File: src/rtl/apb_master.sv
// APB3 requester: registers one valid/ready request, runs SETUP/ACCESS on the
// APB bus with a bounded pready wait, and returns done/read data/error status.
module apb_master #(
  parameter int unsigned addr_width     = 32,
  parameter int unsigned data_width     = 32,
  parameter int unsigned timeout_cycles = 16
) (
  input  logic                  i_clk_apb,
  input  logic                  i_rstn_apb,
  input  logic                  i_valid,
  output logic                  o_ready,
  input  logic [addr_width-1:0] i_addr,
  input  logic                  i_rd0_wr1,
  input  logic [data_width-1:0] i_wr_data,
  output logic                  o_done,
  output logic                  o_rd_valid,
  output logic [data_width-1:0] o_rd_data,
  output logic                  o_err,
  output logic                  o_timeout,
  output logic                  o_psel,
  output logic                  o_penable,
  output logic                  o_pwrite,
  output logic [addr_width-1:0] o_paddr,
  output logic [data_width-1:0] o_pwdata,
  input  logic [data_width-1:0] i_prdata,
  input  logic                  i_pready,
  input  logic                  i_pslverr
);

  // Handshake: a request transfers on a clock edge where i_valid=1 and
  // o_ready=1; the requester must hold i_valid and its payload until then.

  localparam int unsigned CW    = (timeout_cycles == 0) ? 1 : $clog2(timeout_cycles + 1);
  localparam int unsigned TLAST = (timeout_cycles == 0) ? 0 : timeout_cycles - 1;
  localparam logic [CW-1:0] CNT_LAST = TLAST[CW-1:0];

  typedef enum logic [1:0] {
    IDLE   = 2'd0,
    SETUP  = 2'd1,
    ACCESS = 2'd2
  } state_t;

  state_t                state_q, state_d;
  logic [CW-1:0]         cnt_q, cnt_d;
  logic                  ready_q, ready_d;
  logic                  done_q, done_d;
  logic                  rd_valid_q, rd_valid_d;
  logic [data_width-1:0] rd_data_q, rd_data_d;
  logic                  err_q, err_d;
  logic                  timeout_q, timeout_d;
  logic                  psel_q, psel_d;
  logic                  penable_q, penable_d;
  logic                  pwrite_q, pwrite_d;
  logic [addr_width-1:0] paddr_q, paddr_d;
  logic [data_width-1:0] pwdata_q, pwdata_d;

  always_ff @(posedge i_clk_apb or negedge i_rstn_apb) begin
    if (!i_rstn_apb) begin
      state_q    <= IDLE;
      cnt_q      <= '0;
      ready_q    <= 1'b0;
      done_q     <= 1'b0;
      rd_valid_q <= 1'b0;
      rd_data_q  <= '0;
      err_q      <= 1'b0;
      timeout_q  <= 1'b0;
      psel_q     <= 1'b0;
      penable_q  <= 1'b0;
      pwrite_q   <= 1'b0;
      paddr_q    <= '0;
      pwdata_q   <= '0;
    end else begin
      state_q    <= state_d;
      cnt_q      <= cnt_d;
      ready_q    <= ready_d;
      done_q     <= done_d;
      rd_valid_q <= rd_valid_d;
      rd_data_q  <= rd_data_d;
      err_q      <= err_d;
      timeout_q  <= timeout_d;
      psel_q     <= psel_d;
      penable_q  <= penable_d;
      pwrite_q   <= pwrite_d;
      paddr_q    <= paddr_d;
      pwdata_q   <= pwdata_d;
    end
  end

  always_comb begin
    state_d    = state_q;
    cnt_d      = cnt_q;
    ready_d    = ready_q;
    done_d     = 1'b0;
    rd_valid_d = 1'b0;
    rd_data_d  = rd_data_q;
    err_d      = 1'b0;
    timeout_d  = 1'b0;
    psel_d     = psel_q;
    penable_d  = penable_q;
    pwrite_d   = pwrite_q;
    paddr_d    = paddr_q;
    pwdata_d   = pwdata_q;
    case (state_q)
      IDLE: begin
        ready_d = 1'b1;
        if (i_valid && ready_q) begin
          paddr_d  = i_addr;
          pwrite_d = i_rd0_wr1;
          pwdata_d = i_wr_data;
          psel_d   = 1'b1;
          ready_d  = 1'b0;
          state_d  = SETUP;
        end
      end
      SETUP: begin
        penable_d = 1'b1;
        cnt_d     = '0;
        state_d   = ACCESS;
      end
      ACCESS: begin
        // pready beats a coinciding timeout edge.
        if (i_pready || (timeout_cycles != 0 && cnt_q == CNT_LAST)) begin
          psel_d    = 1'b0;
          penable_d = 1'b0;
          ready_d   = 1'b1;
          done_d    = 1'b1;
          state_d   = IDLE;
          err_d     = i_pready ? i_pslverr : 1'b1;
          timeout_d = ~i_pready;
          if (!pwrite_q) begin
            rd_valid_d = 1'b1;
            rd_data_d  = i_pready ? i_prdata : '0;
          end
        end else if (timeout_cycles != 0) begin
          cnt_d = cnt_q + CW'(1);
        end
      end
      default: state_d = IDLE;
    endcase
  end

  assign o_ready    = ready_q;
  assign o_done     = done_q;
  assign o_rd_valid = rd_valid_q;
  assign o_rd_data  = rd_data_q;
  assign o_err      = err_q;
  assign o_timeout  = timeout_q;
  assign o_psel     = psel_q;
  assign o_penable  = penable_q;
  assign o_pwrite   = pwrite_q;
  assign o_paddr    = paddr_q;
  assign o_pwdata   = pwdata_q;

endmodule

File: config.mk
export PLATFORM = sky130hd
export DESIGN_NAME = apb_master
export DESIGN_NICKNAME = d
export VERILOG_FILES = /design/src/rtl/apb_master.sv
export SDC_FILE = /design/constraint.sdc
export NUM_CORES = 1
export LEC_CHECK = 0
export CORE_UTILIZATION = 45
export DETAILED_ROUTE_END_ITERATION = 6
export PLACE_DENSITY = 0.86
export SYNTH_ARGS = -nofsm -noshare
export SYNTH_HDL_FRONTEND = slang
export SYNTH_SLANG_ARGS = --single-unit
File: constraint.sdc
create_clock -name i_clk_apb -period 4.19 [get_ports i_clk_apb]
set_input_delay 0.838 -clock i_clk_apb [delete_from_list [all_inputs] [get_ports i_clk_apb]]
set_output_delay 0.838 -clock i_clk_apb [all_outputs]
set_load 0.02 [all_outputs]
* After elaboration in Yosys (flattened, before gate mapping)
Index checks and enable logic that the tools add are counted.
** Cells by class
- Shift operators :: 0
- Multiplexer cells :: 23
- Bitwise gates (word level) :: 2
- Div/mod/pow operators :: 0
- Multipliers :: 0
- Add/sub/neg operators :: 1
- Eq/ne operators :: 6
- $lt $le $gt $ge :: 0
- Reduce and logical (&&, ||, !) cells :: 12
** Operator list (count)
- $mux W32 :: 1
- $mux W1 :: 14
- $pmux W5 S2 :: 1
- $reduce_and A2 Y1 :: 5
- $ne A2 B2 Y1 const B :: 3
- $pmux W1 S2 :: 3
- $pmux W2 S3 :: 1
- $reduce_and A3 Y1 :: 2
- $add A5 B1 Y5 const B :: 1
- $eq A5 B4 Y1 const B :: 1
- $mux W5 :: 1
- $mux W2 :: 2
- $reduce_bool A2 Y1 :: 2
- $eq A2 B1 Y1 const B :: 1
- $eq A2 B2 Y1 const B :: 1
- $logic_not A2 Y1 :: 1
- $not A1 Y1 :: 2
- $logic_and A1 B1 Y1 :: 1
- $logic_or A1 B1 Y1 :: 1
** Storage, ports and cells
- Bits in registers :: 111
- Logic and storage cells :: 57
- Memories kept :: 0
- Input port bits :: 102
- Bits in latches :: 0
- Output and inout bits :: 104
- Memory bits (writable) :: 0
- Memory bits (read-only) :: 0

* Logic depth before layout (Yosys ltp)
Gate-level depths: netlist (run 1).
- Depth after elaboration :: 4
- Gate-level depth with buffers :: 7
- Mapped depth without buffers :: 6

* Least setup slack after synthesis (run 1)
Ideal clock, no wire load.
- Path type :: register to register
- Start point :: register cnt_q[0]
- End point :: register cnt_q[3]
- Clock period less this slack :: 1.822 ns
- Data required time :: 4.057 ns
- Slack :: 2.368 ns
- Library setup time :: 0.133 ns
- Path buffers :: 0
- Stages on the path, launching flop included :: 7
- Arrival :: 1.689 ns
- Cell sequence :: dfrtp_1 > ha_1 > and3_1 > ha_1 > or2_2 > o311ai_0 > nand3_1
** Between the ends
- Word-level cells in the longest chain between the ends :: 4
- Elaborated cells between the ends (all ways) :: 7
- Those cells by class :: add/sub: 1; eq/ne: 2; mux: 2; reduce/logical: 2
** Ends and longest elaborated chain
- start, declared :: RTL line 44 : logic [CW-1:0] cnt_q, cnt_d;
- start signal, assigned :: RTL line 74 : cnt_q <= cnt_d;
- branches (longest 4 deep; another with $add A5 B1 Y5)
Several ways; the timed one is not identified. The select of a mux whose other input is x is not followed.
A chain may end at the register's enable or synchronous reset.

* Worst setup path after layout (run 1)
- Start point :: input port i_pready
- End point :: register rd_data_q[19], in the netlist o_rd_data[19]
** Between the ends
- Word-level cells in the longest chain between the ends :: 2
- Elaborated cells between the ends (all ways) :: 3
- Those cells by class :: mux: 1; reduce/logical: 2
** Ends and longest elaborated chain
- start, declared :: RTL line 26 : input logic i_pready,
- $logic_or A1 B1 Y1 :: RTL line 122 : if (i_pready || (timeout_cycles != 0 && cnt_q == CNT_LAST)) begin
- $reduce_and A3 Y1 (no source line)
- end signal, assigned :: RTL line 78 : rd_data_q <= rd_data_d;
- end, declared :: RTL line 48 : logic [data_width-1:0] rd_data_q, rd_data_d;
Parallel ways exist; a longest one is shown, timed or not.

==> results of run 1 <==
cell type report:
cell class,instances,area share
Sequential cell,111,0.406
Timing Repair Buffer,211,0.306
Multi-Input combinational cell,175,0.216
Tap cell,133,0.0243
Clock buffer,11,0.0192
Inverter,35,0.0192
Clock inverter,5,0.00860
stage by stage:
step,util,power (mW),setup slack [ps],std cells
floorplan,-,3.14,2370,338
global placement,0.683,4.29,1370,665
detailed placement,0.683,4.38,1300,665
CTS,0.703,5.02,1660,681
global route,0.703,5.24,1550,681
finish,0.703,4.97,1660,681
synthesized netlist by cell type, drive strengths merged (2+ instances only):
| cell type | instances |
|---|---|
| a21oi | 2 |
| buf | 12 |
| clkbuf | 5 |
| dfrtp | 111 |
| ha | 3 |
| inv | 35 |
| mux2 | 66 |
| mux2i | 33 |
| nand2 | 38 |
| nand2b | 2 |
| nand3 | 3 |
| nor2 | 6 |
| o21ai | 5 |
| o311ai | 2 |
flip-flops by register name, summed over array words and instances (netlist names), 2 cells and up:
| name | cells |
|---|---|
| state_q | 2 |
| o_paddr | 32 |
| o_pwdata | 32 |
| o_rd_data | 32 |
| cnt_q | 5 |
routing by layer:
layer / vias to the layer above / wire length, µm / GRT usage
li1: 1523 / - / -
met1: 1602 / 4300 / 0.251
met2: 101 / 5670 / 0.356
met3: 15 / 597 / 0.0431
met4: 0 / 223 / 0.0956
met5: - / 0 / 0
final timing paths:
| path | slack (ps) | to | cells past startpoint | from |
|---|---|---|---|---|
| setup / recovery | 1660 | o_rd_data[19] | 6 | i_pready |
| hold / removal | 430 | o_pwdata[21] | 1 | i_rstn_apb |
| setup reg to reg | 1860 | o_paddr[28] | 5 | state_q[1] |
| hold reg to reg | 490 | o_paddr[4] | 1 | o_paddr[4] |
| max in group asynchronous | 2890 | o_pwdata[27] | 2 | i_rstn_apb |
| min in group i_clk_apb | 490 | o_paddr[4] | 1 | o_paddr[4] |
logic make-up after synthesis:
family | after synthesis
buffers and inverters | 52
AOI/OAI and AO/OA | 15
DFF | 111
muxes | 99
and+or+nand+nor | 58
adders and majority gates | 3
report_power, final:
part	switching [mW]	total, mW	internal (mW)
Combinational	1.18	2.48	1.29
Sequential	0.296	1.86	1.57
Clock	0.354	0.631	0.277
worst reg2reg max path: stages, from the launching register on:
cell	delay, ps
dfrtp_1	540
nor2_1	260
nand3_1	170
inv_2	490
buf_4	390
mux2_2	380
==> run metrics, run 1 <==
result of the run complete, no violations; largest cells by area after synthesis dfrtp_1 62%, mux2_2 9.2%, mux2i_1 7.3%; Top delay family on crit path buffers and inverters; CP most frequent cell buf_4; fin crit period around 2500 ps; root cell of the clock tree clkbuf_8; sequential cell area ~2800 µm²; accumulated negative setup slack 0 ps; per-instance average area after synthesis 13.4 µm²; commonest non-fill, non-tap cell in the layout clkdlybuf4s50_1; combined area of all synthesized cells 4510 µm²; routed via count approximately 3.2k; Final setup violation count 0; area share of the largest cell type after synthesis 0.615; number of global-route vias before repair 3415; Net count, final 648; number of DRC markers after the initial detailed-route iteration 63; longest individual stage delay on the worst path 480 ps; weighted congestion reported at the end of routability-driven placement 0.793; unique cell type count in the Yosys netlist 33; cell type contributing the most total cell area after synthesis dfrtp_1; number of flops mapped to enable cells by yosys 0; antenna violations before repair 0; xor and xnor area share after synthesis 0; crit end category flop; max-cap check violation count 0; total wirelength of the detailed-routed design 10.8 mm; Multi-input gate area 1480 µm²; number of register bits inferred by synthesis 111; kind of critical path in -> reg; overflow left after global routing 0; Inserted Clock Buffers 9; path class of the lowest-slack min-delay path in -> async; pin count of the biggest net entering global routing 43; Top FF cell, synth dfrtp_1; async set-reset flop share out of synthesis 1.00; cell count after synthesis ~340; sum of net half-perimeters after detailed placement 7.93 mm; DR pass1 iterations 6; final std cell area, no fill 6840 µm²; all-layer global routing usage 0.207; share of synthesized cell area in and, or, nand and nor gates 0.0590; dominant combinational cell family by area after synthesis multiplexers; fill cell total of the finished layout 714; actual transition at the worst max-transition pin 614 ps; adder-cell area share of the yosys netlist 0.00831; yosys synthesis warning count 0; Max Transition Viols Final 0; post-detailed-route via-to-cell ratio 4.76; placeable core area between 9000 and 10000 µm²; Worst Path Arrival 2810 ps; Vert. Die Dim between 100 and 150 µm; static leakage 2.87 nW; share of the clock period used by the worst path after layout 0.603; I/O pins 206; largest clock skew in the final design 6.89 ps; insertion delay of the later-clocked pin in the worst-skew pair approximately 370 ps; post-CTS setup-driven buffer insertion count 0; most used cells in the layout excluding fill and tap cells 204 x clkdlybuf4s50_1, 111 x dfrtp_1, 38 x nand2_1, 37 x mux2_2, 34 x inv_1; unrepaired setup endpoints after global routing no; final hold viol count 0; sequential-to-total area share from yosys stat 0.615; compound-gate portion of the synthesized area 0.0219; ANT cells 0; clock tree from TritonCTS yes; Antenna Violating Nets Remaining 0; IO Port Bufs 205; standard cell with the maximum stage delay on the critical path buf_4; maximum level of the CTS H-tree 3; Critical Path Start Type input pin; remaining routing DRC violations 0; floorplan die width 102 µm; Crit path buffers/inverters 3; crit path cell chain clkdlybuf4s50_1 > buf_4 > nor2_1 > nor3_4 > buf_4 > mux2i_1; fraction of synthesized area in multiplexers 0.238; slew margin rel. 0.590; biggest fanout along the worst timing path 40; total die area between 10000 and 15000 µm²; Placement Rows 36; number of buffers on the longest clock path 2; worst vdd rail ir drop 0.423 mV; global-route wire length before repair around 17 mm; maximum clock frequency 0.396 GHz; initial core utilization 0.464; post-detailed-route wirelength per cell 15.9 µm; placement-stage cell area 6650 µm²; Gates resized, CTS repair 0; clock transition at the registers of the reported paths 100 ps; ratio of cells with drive above 1 in the final layout 0.111; required arrival time at the worst endpoint 4470 ps; area overhead of the layout relative to synthesis 51.4%; # hold bufs at CTS 0; synthesized netlist net count around 440; worst hold slack across all endpoints roughly 430 ps; power density relative to cell area 727 nW/µm²; clock sinks 111
Power figures use the tool's default switching activity.
==> run 2: changes to the inputs <==
--- a/config.mk
+++ b/config.mk
@@ -5,9 +5,9 @@
 export SDC_FILE = /design/constraint.sdc
 export NUM_CORES = 1
 export LEC_CHECK = 0
-export CORE_UTILIZATION = 45
+export CORE_UTILIZATION = 38
 export DETAILED_ROUTE_END_ITERATION = 6
-export PLACE_DENSITY = 0.86
+export PLACE_DENSITY = 0.77
 export SYNTH_ARGS = -nofsm -noshare
 export SYNTH_HDL_FRONTEND = slang
 export SYNTH_SLANG_ARGS = --single-unit
==> constraint.sdc (replaced) <==
create_clock -name i_clk_apb -period 2.2 [get_ports i_clk_apb]
set_input_delay 0.44 -clock i_clk_apb [delete_from_list [all_inputs] [get_ports i_clk_apb]]
set_output_delay 0.44 -clock i_clk_apb [all_outputs]
set_load 0.02 [all_outputs]
==> run metrics, run 2 (synthesis results as in run 1) <==
fraction of power consumed by the clock network 0.165; Antenna Violating Nets Remaining 0; Inserted Clock Buffers 9; Placement Rows 39; overflow left after global routing 0; ANT cells 0; standard cell with the maximum stage delay on the critical path dfrtp_1; path class of the lowest-slack min-delay path reg -> reg; violated checks DRC; post-detailed-route via-to-cell ratio 4.74; routed via count 3291; clock sinks 111; initial core utilization 0.392; actual transition at the worst max-transition pin between 400 and 500 ps; Vert. Die Dim 111 µm; biggest fanout along the worst timing path 5; root cell of the clock tree clkbuf_16; combinational fraction of design power 0.481; unrepaired setup endpoints after global routing no; DR pass1 iterations 6; placeable core area 11500 µm²; result of the run finished with violations; sum of net half-perimeters after detailed placement 7.76 mm; slew margin rel. 0.731; longest individual stage delay on the worst path 430 ps; Max Transition Viols Final 0; Worst Path Arrival 2210 ps; weighted congestion reported at the end of routability-driven placement 0.751; area overhead of the layout relative to synthesis 55.8%; pin count of the biggest net entering global routing 67; most used cells in the layout excluding fill and tap cells 204 x clkdlybuf4s50_1, 111 x dfrtp_1, 38 x nand2_1, 37 x mux2_2, 34 x inv_1; insertion delay of the later-clocked pin in the worst-skew pair 340 ps; Final setup violation count 0; commonest non-fill, non-tap cell in the layout clkdlybuf4s50_1; maximum level of the CTS H-tree 3; Switching Power 3.53 mW; total wirelength of the detailed-routed design 10.6 mm; all-layer global routing usage 0.178; Critical Path Start Type flop; static leakage 2.96 nW; crit path cell chain ha_1 > and3_1 > ha_1 > or2_2 > or3_1 > o211ai_1; remaining routing DRC violations 26; fin crit period between 1500 and 2000 ps; number of buffers on the longest clock path 2; largest clock skew in the final design ~8.5 ps; max-cap check violation count 0; maximum clock frequency 0.512 GHz; accumulated negative setup slack 0 ps; floorplan die width 111 µm; antenna violations before repair 0; power density relative to cell area 1420 nW/µm²; number of global-route vias before repair 3558; I/O pins about 210; switching share of power 0.354; total die area between 10000 and 15000 µm²; number of DRC markers after the initial detailed-route iteration 195; clock tree from TritonCTS yes; post-detailed-route wirelength per cell 15.2 µm; crit end category flop; kind of critical path reg -> reg; global-route wire length before repair 17.4 mm; IO Port Bufs 205; share of the clock period used by the worst path after layout 0.888; sequential share of power 0.354; ratio of cells with drive above 1 in the final layout 0.118; CP most frequent cell ha_1; Net count, final 653; worst vdd rail ir drop about 0.87 mV; cell internal pwr ~6.4 mW; final hold viol count 0; total power of the final layout 9.97 mW; required arrival time at the worst endpoint 2450 ps; clock transition at the registers of the reported paths 70 ps
[run 2: metal layers]
metal | wire (µm) | vias to the layer above | track usage | share of wire
met5 | 0 | - | 0 | 0
met4 | 191 | 0 | 0.0795 | 0.018
met3 | 666 | 13 | 0.0394 | 0.063
met2 | 5480 | 110 | 0.316 | 0.52
met1 | 4250 | 1630 | 0.206 | 0.40
li1 | - | 1538 | - | -
[run 2: power groups by stage]
stage / clock, mW / sequential (mW) / combinational [mW]
2_1_floorplan: 0 / 4.63 / 1.34
3_3_place_gp: 0 / 3.49 / 4.75
3_5_place_dp: 0 / 3.56 / 4.85
4_1_cts: 1.69 / 3.53 / 4.87
5_1_grt: 1.75 / 3.65 / 5.07
6_report: 1.65 / 3.53 / 4.80
[run 2: layout make-up]
class	count	area, µm²
multi-input combinational	175	1480
fill	931	4480
inverter	35	131
tap	143	179
sequential	111	2780
clock inverter	3	42.5
clock buffer	12	256
timing repair buffer	216	2170
[run 2: worst max-delay path, delay by kind of cell (launching register included)]
kind / cells / cell delay [ps]
compound gates: 1 / 160
flops: 1 / 430
fa+ha+maj: 2 / 460
simple gates: 3 / 810
[run 2: what timing repair did]
item,in CTS,in global routing
buffers inserted,0,0
gates resized for setup,0,0
hold buffers,1,0
endpoints found under the hold margin,13,0
setup endpoints to repair,0,0
[run 2: per-stage QoR]
| step | hold slack (ps) | util | area, µm² | std cells | worst slack (ps) |
|---|---|---|---|---|---|
| floorplan | 144 | - | 4510 | 338 | 378 |
| global placement | 311 | 0.584 | 6730 | 679 | 223 |
| detailed placement | 312 | 0.584 | 6730 | 679 | 130 |
| CTS | 485 | 0.611 | 7040 | 695 | 243 |
| global route | 513 | 0.611 | 7040 | 695 | 82.3 |
| finish | 485 | 0.611 | 7040 | 695 | 246 |
[run 2: worst paths after layout]
check	startpoint	to	slack [ps]	depth (start not counted)
setup / recovery	cnt_q[0]	cnt_q[2]	250	6
hold reg to reg	o_paddr[0]	o_paddr[0]	490	1
hold / removal	o_paddr[0]	o_paddr[0]	490	1
max in group asynchronous	i_rstn_apb	o_paddr[3]	1040	3
min in group asynchronous	i_rstn_apb	o_rd_data[4]	500	2
setup reg to reg	cnt_q[0]	cnt_q[2]	250	6
